--- config.mk ---
export PLATFORM = sky130hd
export DESIGN_NAME = mmio_uart_tx
export DESIGN_NICKNAME = d
export VERILOG_FILES = /design/src/rtl/mmio_uart_tx.sv
export SDC_FILE = /design/constraint.sdc
export NUM_CORES = 1
export LEC_CHECK = 0
export CAP_MARGIN = 25
export CORE_ASPECT_RATIO = 0.8
export CORE_UTILIZATION = 45
export DETAILED_ROUTE_END_ITERATION = 8
export SYNTH_ARGS = -nofsm -noshare
export SYNTH_HDL_FRONTEND = slang
export SYNTH_SLANG_ARGS = --single-unit
--- constraint.sdc ---
create_clock -name clk_i -period 5.8 [get_ports clk_i]
set_input_delay 1.16 -clock clk_i [delete_from_list [all_inputs] [get_ports clk_i]]
set_output_delay 1.16 -clock clk_i [all_outputs]
set_load 0.03 [all_outputs]
--- src/rtl/mmio_uart_tx.sv ---
// Memory-mapped UART transmitter: byte FIFO feeding an LSB-first serialiser.
// The frame is 8N1 on an idle-high line.
// Optional feature macro: UART_PARITY_EN adds an even-parity bit between the data and stop bits.
module mmio_uart_tx #(
  parameter int unsigned BAUD_DIVISOR = 868,
  parameter int unsigned FIFO_DEPTH   = 8
) (
  input  logic                          clk_i,
  input  logic                          rst_n_i,
  input  logic                          write_i,
  input  logic [7:0]                    write_data_i,
  input  logic                          clear_i,
  output logic                          tx_o,
  output logic                          busy_o,
  output logic                          full_o,
  output logic                          empty_o,
  output logic [$clog2(FIFO_DEPTH):0]   count_o,
  output logic                          overflow_o,
  output logic                          tx_done_o
);

  localparam int unsigned PtrW = $clog2(FIFO_DEPTH);
  localparam int unsigned CntW = $clog2(BAUD_DIVISOR);
  localparam logic [CntW-1:0] BaudReload = CntW'(BAUD_DIVISOR - 1);

  typedef enum logic [2:0] {
    StIdle,
    StStart,
    StData,
`ifdef UART_PARITY_EN
    StParity,
`endif
    StStop
  } state_e;

  state_e          state_q;
  logic [CntW-1:0] baud_cnt_q;
  logic [2:0]      bit_idx_q;
  logic [7:0]      data_q;
  logic            tx_q;
  logic            tx_done_q;

  // Pointers carry one extra wrap bit so full and empty are distinguishable.
  logic [PtrW:0]   wr_ptr_q, rd_ptr_q;
  logic [7:0]      mem_q [FIFO_DEPTH];
  logic            overflow_q;

  logic [PtrW:0]   count;
  logic            empty, full, baud_done, pop, push;
  logic [7:0]      head;
  logic [2:0]      bit_idx_nxt;

  // FIFO status, pop/push decisions and the byte at the head of the queue
  always_comb begin
    count       = wr_ptr_q - rd_ptr_q;
    empty       = (count == '0);
    full        = (count == (PtrW + 1)'(FIFO_DEPTH));
    baud_done   = (baud_cnt_q == '0);
    head        = mem_q[rd_ptr_q[PtrW-1:0]];
    bit_idx_nxt = bit_idx_q + 3'd1;
    // The serialiser pops when idle, or when a stop bit ends with more data queued.
    pop         = !empty && ((state_q == StIdle) || ((state_q == StStop) && baud_done));
    // A pop in the same cycle frees the slot a full FIFO needs; clear drops the byte.
    push        = write_i && !clear_i && (!full || pop);
  end

  // FIFO pointers and the sticky overflow flag
  always_ff @(posedge clk_i or negedge rst_n_i) begin
    if (!rst_n_i) begin
      wr_ptr_q   <= '0;
      rd_ptr_q   <= '0;
      overflow_q <= 1'b0;
    end else begin
      if (push) begin
        wr_ptr_q <= wr_ptr_q + 1'b1;
      end
      // Clear flushes everything still queued; a same-cycle pop has already taken the head.
      if (clear_i) begin
        rd_ptr_q <= wr_ptr_q;
      end else if (pop) begin
        rd_ptr_q <= rd_ptr_q + 1'b1;
      end
      if (clear_i) begin
        overflow_q <= 1'b0;
      end else if (write_i && full && !pop) begin
        overflow_q <= 1'b1;
      end
    end
  end

  // FIFO storage; contents are only observable through the pointers, so no reset
  always_ff @(posedge clk_i) begin
    if (push) begin
      mem_q[wr_ptr_q[PtrW-1:0]] <= write_data_i;
    end
  end

  // Serialiser FSM with registered line and done pulse
  always_ff @(posedge clk_i or negedge rst_n_i) begin
    if (!rst_n_i) begin
      state_q    <= StIdle;
      baud_cnt_q <= '0;
      bit_idx_q  <= '0;
      data_q     <= '0;
      tx_q       <= 1'b1;
      tx_done_q  <= 1'b0;
    end else begin
      tx_done_q <= 1'b0;
      case (state_q)
        StIdle: begin
          if (!empty) begin
            state_q    <= StStart;
            data_q     <= head;
            tx_q       <= 1'b0;
            baud_cnt_q <= BaudReload;
          end
        end
        StStart: begin
          if (baud_done) begin
            state_q    <= StData;
            bit_idx_q  <= '0;
            tx_q       <= data_q[0];
            baud_cnt_q <= BaudReload;
          end else begin
            baud_cnt_q <= baud_cnt_q - CntW'(1);
          end
        end
        StData: begin
          if (baud_done) begin
            baud_cnt_q <= BaudReload;
            if (bit_idx_q == 3'd7) begin
`ifdef UART_PARITY_EN
              state_q <= StParity;
              tx_q    <= ^data_q;
`else
              state_q <= StStop;
              tx_q    <= 1'b1;
`endif
            end else begin
              bit_idx_q <= bit_idx_nxt;
              tx_q      <= data_q[bit_idx_nxt];
            end
          end else begin
            baud_cnt_q <= baud_cnt_q - CntW'(1);
          end
        end
`ifdef UART_PARITY_EN
        StParity: begin
          if (baud_done) begin
            state_q    <= StStop;
            tx_q       <= 1'b1;
            baud_cnt_q <= BaudReload;
          end else begin
            baud_cnt_q <= baud_cnt_q - CntW'(1);
          end
        end
`endif
        StStop: begin
          if (baud_done) begin
            if (!empty) begin
              // Back-to-back frame: straight into the next start bit.
              state_q    <= StStart;
              data_q     <= head;
              tx_q       <= 1'b0;
              baud_cnt_q <= BaudReload;
            end else begin
              state_q   <= StIdle;
              tx_done_q <= 1'b1;
            end
          end else begin
            baud_cnt_q <= baud_cnt_q - CntW'(1);
          end
        end
        default: state_q <= StIdle;
      endcase
    end
  end

  assign tx_o       = tx_q;
  assign tx_done_o  = tx_done_q;
  assign busy_o     = (state_q != StIdle);
  assign full_o     = full;
  assign empty_o    = empty;
  assign count_o    = count;
  assign overflow_o = overflow_q;

endmodule

==> summary.txt, run 1 <==
Die Width -> 116.5 um
Final period util -> 79.49%
Mapped Avg Cell Area -> 13.64 sq um
FF-to-FF path depth -> 5
unrepaired setup endpoints after global routing -> no
dpl hpwl -> 6346 um
n_diodes -> 0
post-CTS sizing -> 0
Max FO, Critical Path -> 9
antenna violations before repair -> 0
Multi-input gate area -> 1809 sq um
register area share after synthesis -> 58.76%
Hold Crit Depth -> 1
first-pass GRT wire length -> 15200 um
vias per inst -> 5.600
data arrival time of the worst path -> 3.45 ns
worst-case clock buffer depth -> 2
initial drt markers -> 204
Post-Route WL -> 9371 um
Residual DRC -> 0
FF+latch count, synth -> 98
leak pwr -> 0.001991 uW
CTS clk-pin slew, worst paths -> 0.07 ns
root buf cell -> clkbuf_16
detailed-route wire length per cell -> 18.37 um
critical path class -> register to output pin
post-layout min period -> 4.610 ns
asr flop ratio synth -> 34.69%
crit end category -> output pin
Final Skew -> 0.01024 ns
vias in the first global route -> 2893
Tot GR Track Use -> 19.30%
Worst Setup SP -> wr_ptr_q[0]
Max-cap violations -> 0
core area -> 10240 sq um
dpl ws -> 1.592 ns
Final Hold Vio Count -> 0
TritonRoute pass-1 iters -> 4
PnR worst setup slack -> 1.190 ns
Hold Path Class -> register to register
GRT Max-Usage Layer -> met2
clock buffer count from CTS -> 9
yosys warns -> 0
reg2reg start -> baud_cnt_q[5]
GP Congestion -> 0.8667
# H-tree levels -> 3
Mapped Nets -> 373
outcome -> finished, final reports clean
fill cell count -> 907
final setup vio count -> 0
Vias -> 2856
CTS tree -> done
Hold Path Origin -> wr_ptr_q[3]
mapped cell area -> 4721 sq um
Reg area -> 2774 sq um
Slew @ Worst Pin -> 0.8227 ns
fmax -> 216.9 MHz
clock latency on the worst-skew pair -> 0.34 ns
PortBufs -> 21
gr ovfl total -> 0
maximum vdd drop -> 0.5033 mV
Initial Utilization -> 46.10%
Post CTS Setup Buffer Count -> 0
WP data required -> 4.64 ns
Mapped Cells -> 346
num rows -> 33
Max Slew Vio Count -> 0
EDFF count, synth -> 64
crit path launch type -> register
met3 Resource Use GR -> 5.250%
Clock Sinks -> 98
Ports -> 22
CTS Hold Bufs -> 0
DIE AREA -> 10910 sq um
layout cells sized above 1 -> 17.30%
TNS Setup -> 0 ns
headroom to the max-slew limit -> 45.15%
die height -> 93.61 um
PwrDens -> 584.2 nW/um^2
Layout Nets -> 392
Netlist cell types -> 65
Detail Route Antenna Nets -> 0
Top FF cell, synth -> edfxtp_1
met2 GRT Util -> 28.55%
area delta synth->final -> 13.41%
largest net degree at the start of global routing -> 35
met1 usage -> 27.66%
## cells in the mapped netlist (all sizes together) (2+ instances only)
cell type   n  area share, %
and4b       3           0.66
and3        2           0.29
nor3       16            1.8
o21a        4           0.64
a21oi      18            2.0
nor4        2           0.26
nor2       12           0.95
mux2       11            2.7
mux4       18            8.6
nor2b       4           0.53
a22o        5           0.93
nand2b      4           0.53
clkbuf      8           0.64
xnor2       5           0.93
a221oi      3           0.69
inv        17            1.4
a211oi      3           0.74
dfrtp      33             17
nand4       2           0.26
edfxtp     64             41
o22ai       3           0.40
a21o        2           0.32
o21ai      11            1.2
nand3       4           0.42
a31oi       5           0.66
or3         2           0.26
o31ai       2           0.42
buf         8           0.93
nand2      36            2.9
xor2        3           0.56
ha         14            3.7
## cells in the final DEF (no fill, tap or decap), types with 2 or more instances in the layout
master and instances:
mux2_2 9, inv_8 2, a31oi_1 5, o22ai_1 3, nand3_1 4, a21oi_1 17
a211oi_1 2, nand2_1 36, nor4_1 2, mux4_2 18, nand2b_1 4, a221oi_1 2
nand4_1 2, dfrtp_1 33, or3_1 2, a22o_1 5, ha_1 14, inv_1 15
o21a_1 4, clkbuf_16 9, o21ai_0 11, nor3_1 15, edfxtp_1 64, a21o_1 2
clkinv_4 2, clkdlybuf4s50_1 20, and4b_1 2, xor2_1 3, nor2b_1 4, nor2_1 12
xnor2_1 5, buf_4 3, inv_2 2
## path summary, 6_finish.rpt
check                      slack (ns)       endpoint
setup reg to reg                 2.68    mem_q[1][0]
min in group asynchronous        0.91   bit_idx_q[1]
max in group asynchronous        4.36  baud_cnt_q[1]
setup / recovery                 1.19        empty_o
hold reg to reg                  0.50    wr_ptr_q[3]
hold / removal                   0.50    wr_ptr_q[3]
## metrics by stage
step / std cells / power (uW) / hold WS [ns] / util (%) / area, sq um
floorplan: 346 / 2152 / 0.4650 / - / 4721
global placement: 494 / 2529 / 0.4892 / 49.32 / 5050
detailed placement: 494 / 2535 / 0.4954 / 49.32 / 5050
CTS: 510 / 3147 / 0.5091 / 52.28 / 5354
global route: 510 / 3344 / 0.5231 / 52.28 / 5354
finish: 510 / 3128 / 0.5000 / 52.28 / 5354
## layer usage
metal  vias to the layer above  part of all wire, %
li1                       1356                    -
met1                      1416                   47
met2                        72                   46
met3                        12                  5.6
met4                         0                  1.5
met5                         -                    0
## power by group
part | leakage [uW] | switching (uW) | internal (uW)
clock network | 0.000150 | 263 | 341
registers | 0.000995 | 134 | 893
logic | 0.000846 | 855 | 641
## worst max-delay path: stages (launching register included)
cell and delay (ns):
dfrtp_1 0.44, inv_1 0.21, ha_1 0.20, inv_1 0.06, fa_1 0.38, xnor2_1 0.21, nand3_1 0.17, or3_1 0.51
inv_2 0.22, clkdlybuf4s50_1 0.70
## flip-flops by register name, summed over array words and instances, names as in the netlist
signal	cells
baud_cnt_q	10
bit_idx_q	3
data_q	8
mem_q	64
overflow_o	1
rd_ptr_q	4
state_q	2
tx_done_o	1
tx_o	1
wr_ptr_q	4
## layout make-up
class / count / share of cell area [%]
tap: 140 / 3.272
timing repair buffer: 24 / 4.253
clock inverter: 6 / 1.402
inverter: 17 / 1.192
multi-input combinational: 215 / 33.79
clock buffer: 10 / 4.277
sequential: 98 / 51.81
## logic make-up after synthesis
kind of cell | after synthesis | synth area share, %
xor+xnor | 8 | 1.484
simple gates | 94 | 10.42
fa+ha+maj | 15 | 4.135
flops | 98 | 58.76
buf+inv | 33 | 2.915
mux | 30 | 11.50
compound gates | 68 | 10.79
Power figures use the tool's default switching activity.
==> run 2, diff against run 1 <==
==> constraint.sdc (replaced) <==
create_clock -name clk_i -period 4.05 [get_ports clk_i]
set_input_delay 0.81 -clock clk_i [delete_from_list [all_inputs] [get_ports clk_i]]
set_output_delay 0.81 -clock clk_i [all_outputs]
set_load 0.03 [all_outputs]
==> run 2 against run 1 <==
Compared with the run above:
- cell area decreased by 0.54%
- power increased by 42%
- final cell count increased by 0.20%
- clock power increased by 29%
- worst setup slack got worse by 0.88 ns
- worst hold slack improved by 0.0078 ns
- first-iteration DRC count increased by 26%
- global-route usage about the same
==> summary.txt, run 2 (synthesis gave the netlist of run 1 again) <==
dpl ws -> 0.7222 ns (was 1.592 ns)
data arrival time of the worst path -> 2.93 ns (was 3.45 ns)
Final Skew -> 0.01292 ns (was 0.01024 ns)
Layout Nets -> 394 (was 392)
core area -> 10240 sq um (unchanged)
TritonRoute pass-1 iters -> 5 (was 4)
Hold Path Class -> register to register (unchanged)
critical path class -> register to output pin (unchanged)
headroom to the max-slew limit -> 47.03% (was 45.15%)
Max Slew Vio Count -> 0 (unchanged)
initial drt markers -> 258 (was 204)
CTS clk-pin slew, worst paths -> 0.07 ns (about the same)
root buf cell -> clkbuf_16 (unchanged)
clock buffer count from CTS -> 9 (unchanged)
first-pass GRT wire length -> 15320 um (was 15200 um)
layout cells sized above 1 -> 18.33% (was 17.30%)
Residual DRC -> 0 (unchanged)
combinational power share -> 48.9% (was 47.8%)
vias in the first global route -> 2822 (was 2893)
CTS tree -> done (unchanged)
M1 WL -> 4561 um (was 4390 um)
Clock Sinks -> 98 (unchanged)
most common cell after layout, fill and taps aside -> edfxtp_1 (unchanged)
detailed-route wire length per cell -> 18.51 um (was 18.37 um)
n_diodes -> 0 (unchanged)
P_int -> 2615 uW (was 1876 uW)
Die Width -> 116.5 um (unchanged)
CTS Hold Bufs -> 0 (unchanged)
PnR worst setup slack -> 0.3069 ns (was 1.190 ns)
Ports -> 22 (unchanged)
worst-case clock buffer depth -> 2 (unchanged)
commonest non-fill, non-tap cells in the layout -> 64 x edfxtp_1, 36 x nand2_1, 33 x dfrtp_1 (unchanged)
clock latency on the worst-skew pair -> 0.35 ns (was 0.34 ns)
Reg power frac -> 33.4% (was 32.8%)
WL met3 -> 572 um (was 528 um)
largest net degree at the start of global routing -> 35 (unchanged)
Initial Utilization -> 46.10% (unchanged)
switching share of total power -> 40.94% (was 40.03%)
DIE AREA -> 10910 sq um (unchanged)
metal2 WL -> 4231 um (was 4314 um)
post-CTS sizing -> 0 (unchanged)
crit end category -> output pin (unchanged)
antenna violations before repair -> 0 (unchanged)
Reg area -> 2774 sq um (unchanged)
Tot GR Track Use -> 19.27% (was 19.30%)
GP Congestion -> 0.8138 (was 0.8667)
area delta synth->final -> 12.80% (was 13.41%)
max reg flops -> 64 (unchanged)
top layer reached by signal wires -> met4 (unchanged)
num rows -> 33 (unchanged)
sw power -> 1813 uW (was 1252 uW)
WP data required -> 3.24 ns (was 4.64 ns)
Final period util -> 92.42%
outcome -> finished, final reports clean (unchanged)
leak pwr -> 0.001987 uW (was 0.001991 uW)
post-layout min period -> 3.743 ns
# H-tree levels -> 3 (unchanged)
PwrDens -> 831.4 nW/um^2 (was 584.2 nW/um^2)
unrepaired setup endpoints after global routing -> no (unchanged)
Max-cap violations -> 0 (unchanged)
maximum vdd drop -> 0.7585 mV (was 0.5033 mV)
die height -> 93.61 um (unchanged)
Slew @ Worst Pin -> 0.7945 ns (was 0.8227 ns)
PortBufs -> 21 (unchanged)
crit path launch type -> register (unchanged)
Post CTS Setup Buffer Count -> 0 (unchanged)
vias per inst -> 5.708 (was 5.600)
Hold Crit Depth -> 1 (unchanged)
fill cell count -> 901 (was 907)
FF-to-FF path depth -> 8 (was 5)
TNS Setup -> 0 ns (unchanged)
Max FO, Critical Path -> 9 (unchanged)
Vias -> 2917 (was 2856)
Multi-input gate area -> 1809 sq um (unchanged)
dpl hpwl -> 6338 um (was 6346 um)
Final Hold Vio Count -> 0 (unchanged)
Post-Route WL -> 9461 um (was 9371 um)
fmax -> 267.2 MHz
gr ovfl total -> 0 (unchanged)
final setup vio count -> 0 (unchanged)
clock network power share -> 17.6% (was 19.3%)
Detail Route Antenna Nets -> 0 (unchanged)
## run 2: cell types whose count changed in the layout (fill, tap and decap cells not counted), sizes merged
cell           delta
clkbuf            -1
clkdlybuf4s50     -2
bufinv            -1
buf               +4
clkinvlp          +1
## run 2: final cells by class
type,count,area share [%]
Tap cell,140,3.289
Sequential cell,98,52.09
Clock inverter,6,0.7519
Clock buffer,9,4.229
Timing Repair Buffer,26,4.464
Multi-Input combinational cell,215,33.98
Inverter,17,1.198
## run 2: metrics by stage
step	hold slack, ns	utilization [%]	std cells	cell area (sq um)	power (uW)
detailed placement	0.4922	49.41	496	5060	3643
global route	0.5217	52.00	511	5325	4716
floorplan	0.4650	-	346	4721	3082
global placement	0.4907	49.41	496	5060	3625
CTS	0.5086	52.00	511	5325	4441
finish	0.5078	52.00	511	5325	4427
## run 2: routing by layer
metal	global-route usage, %	up-vias
met5	0	-
met4	5.021	0
met3	5.509	9
met2	27.96	94
met1	28.26	1457
li1	-	1357
## run 2: power by group through the flow
stage          sequential, uW  clock, uW  combinational (uW)
6_report                 1480        781                2170
5_1_grt                  1510        834                2380
2_1_floorplan            1420          0                1660
4_1_cts                  1480        801                2160
3_5_place_dp             1500          0                2140
3_3_place_gp             1490          0                2140
## run 2: final timing paths
path	start	end	slack, ns
max in group asynchronous	rst_n_i	data_q[0]	3.00
worst max-delay path	wr_ptr_q[0]	empty_o	0.31
worst max register to register	rd_ptr_q[2]	data_q[0]	0.93
min in group asynchronous	rst_n_i	data_q[4]	0.55
worst min-delay path	data_q[2]	data_q[2]	0.51
worst min register to register	data_q[2]	data_q[2]	0.51
## run 2: worst max-delay path, stage by stage, from the launching register on
cell     delay [ns]
dfrtp_1        0.44
inv_1          0.20
ha_1           0.19
inv_1          0.05
fa_1           0.37
xnor2_1        0.21
nand3_1        0.17
or3_1          0.51
inv_2          0.23
buf_4          0.20
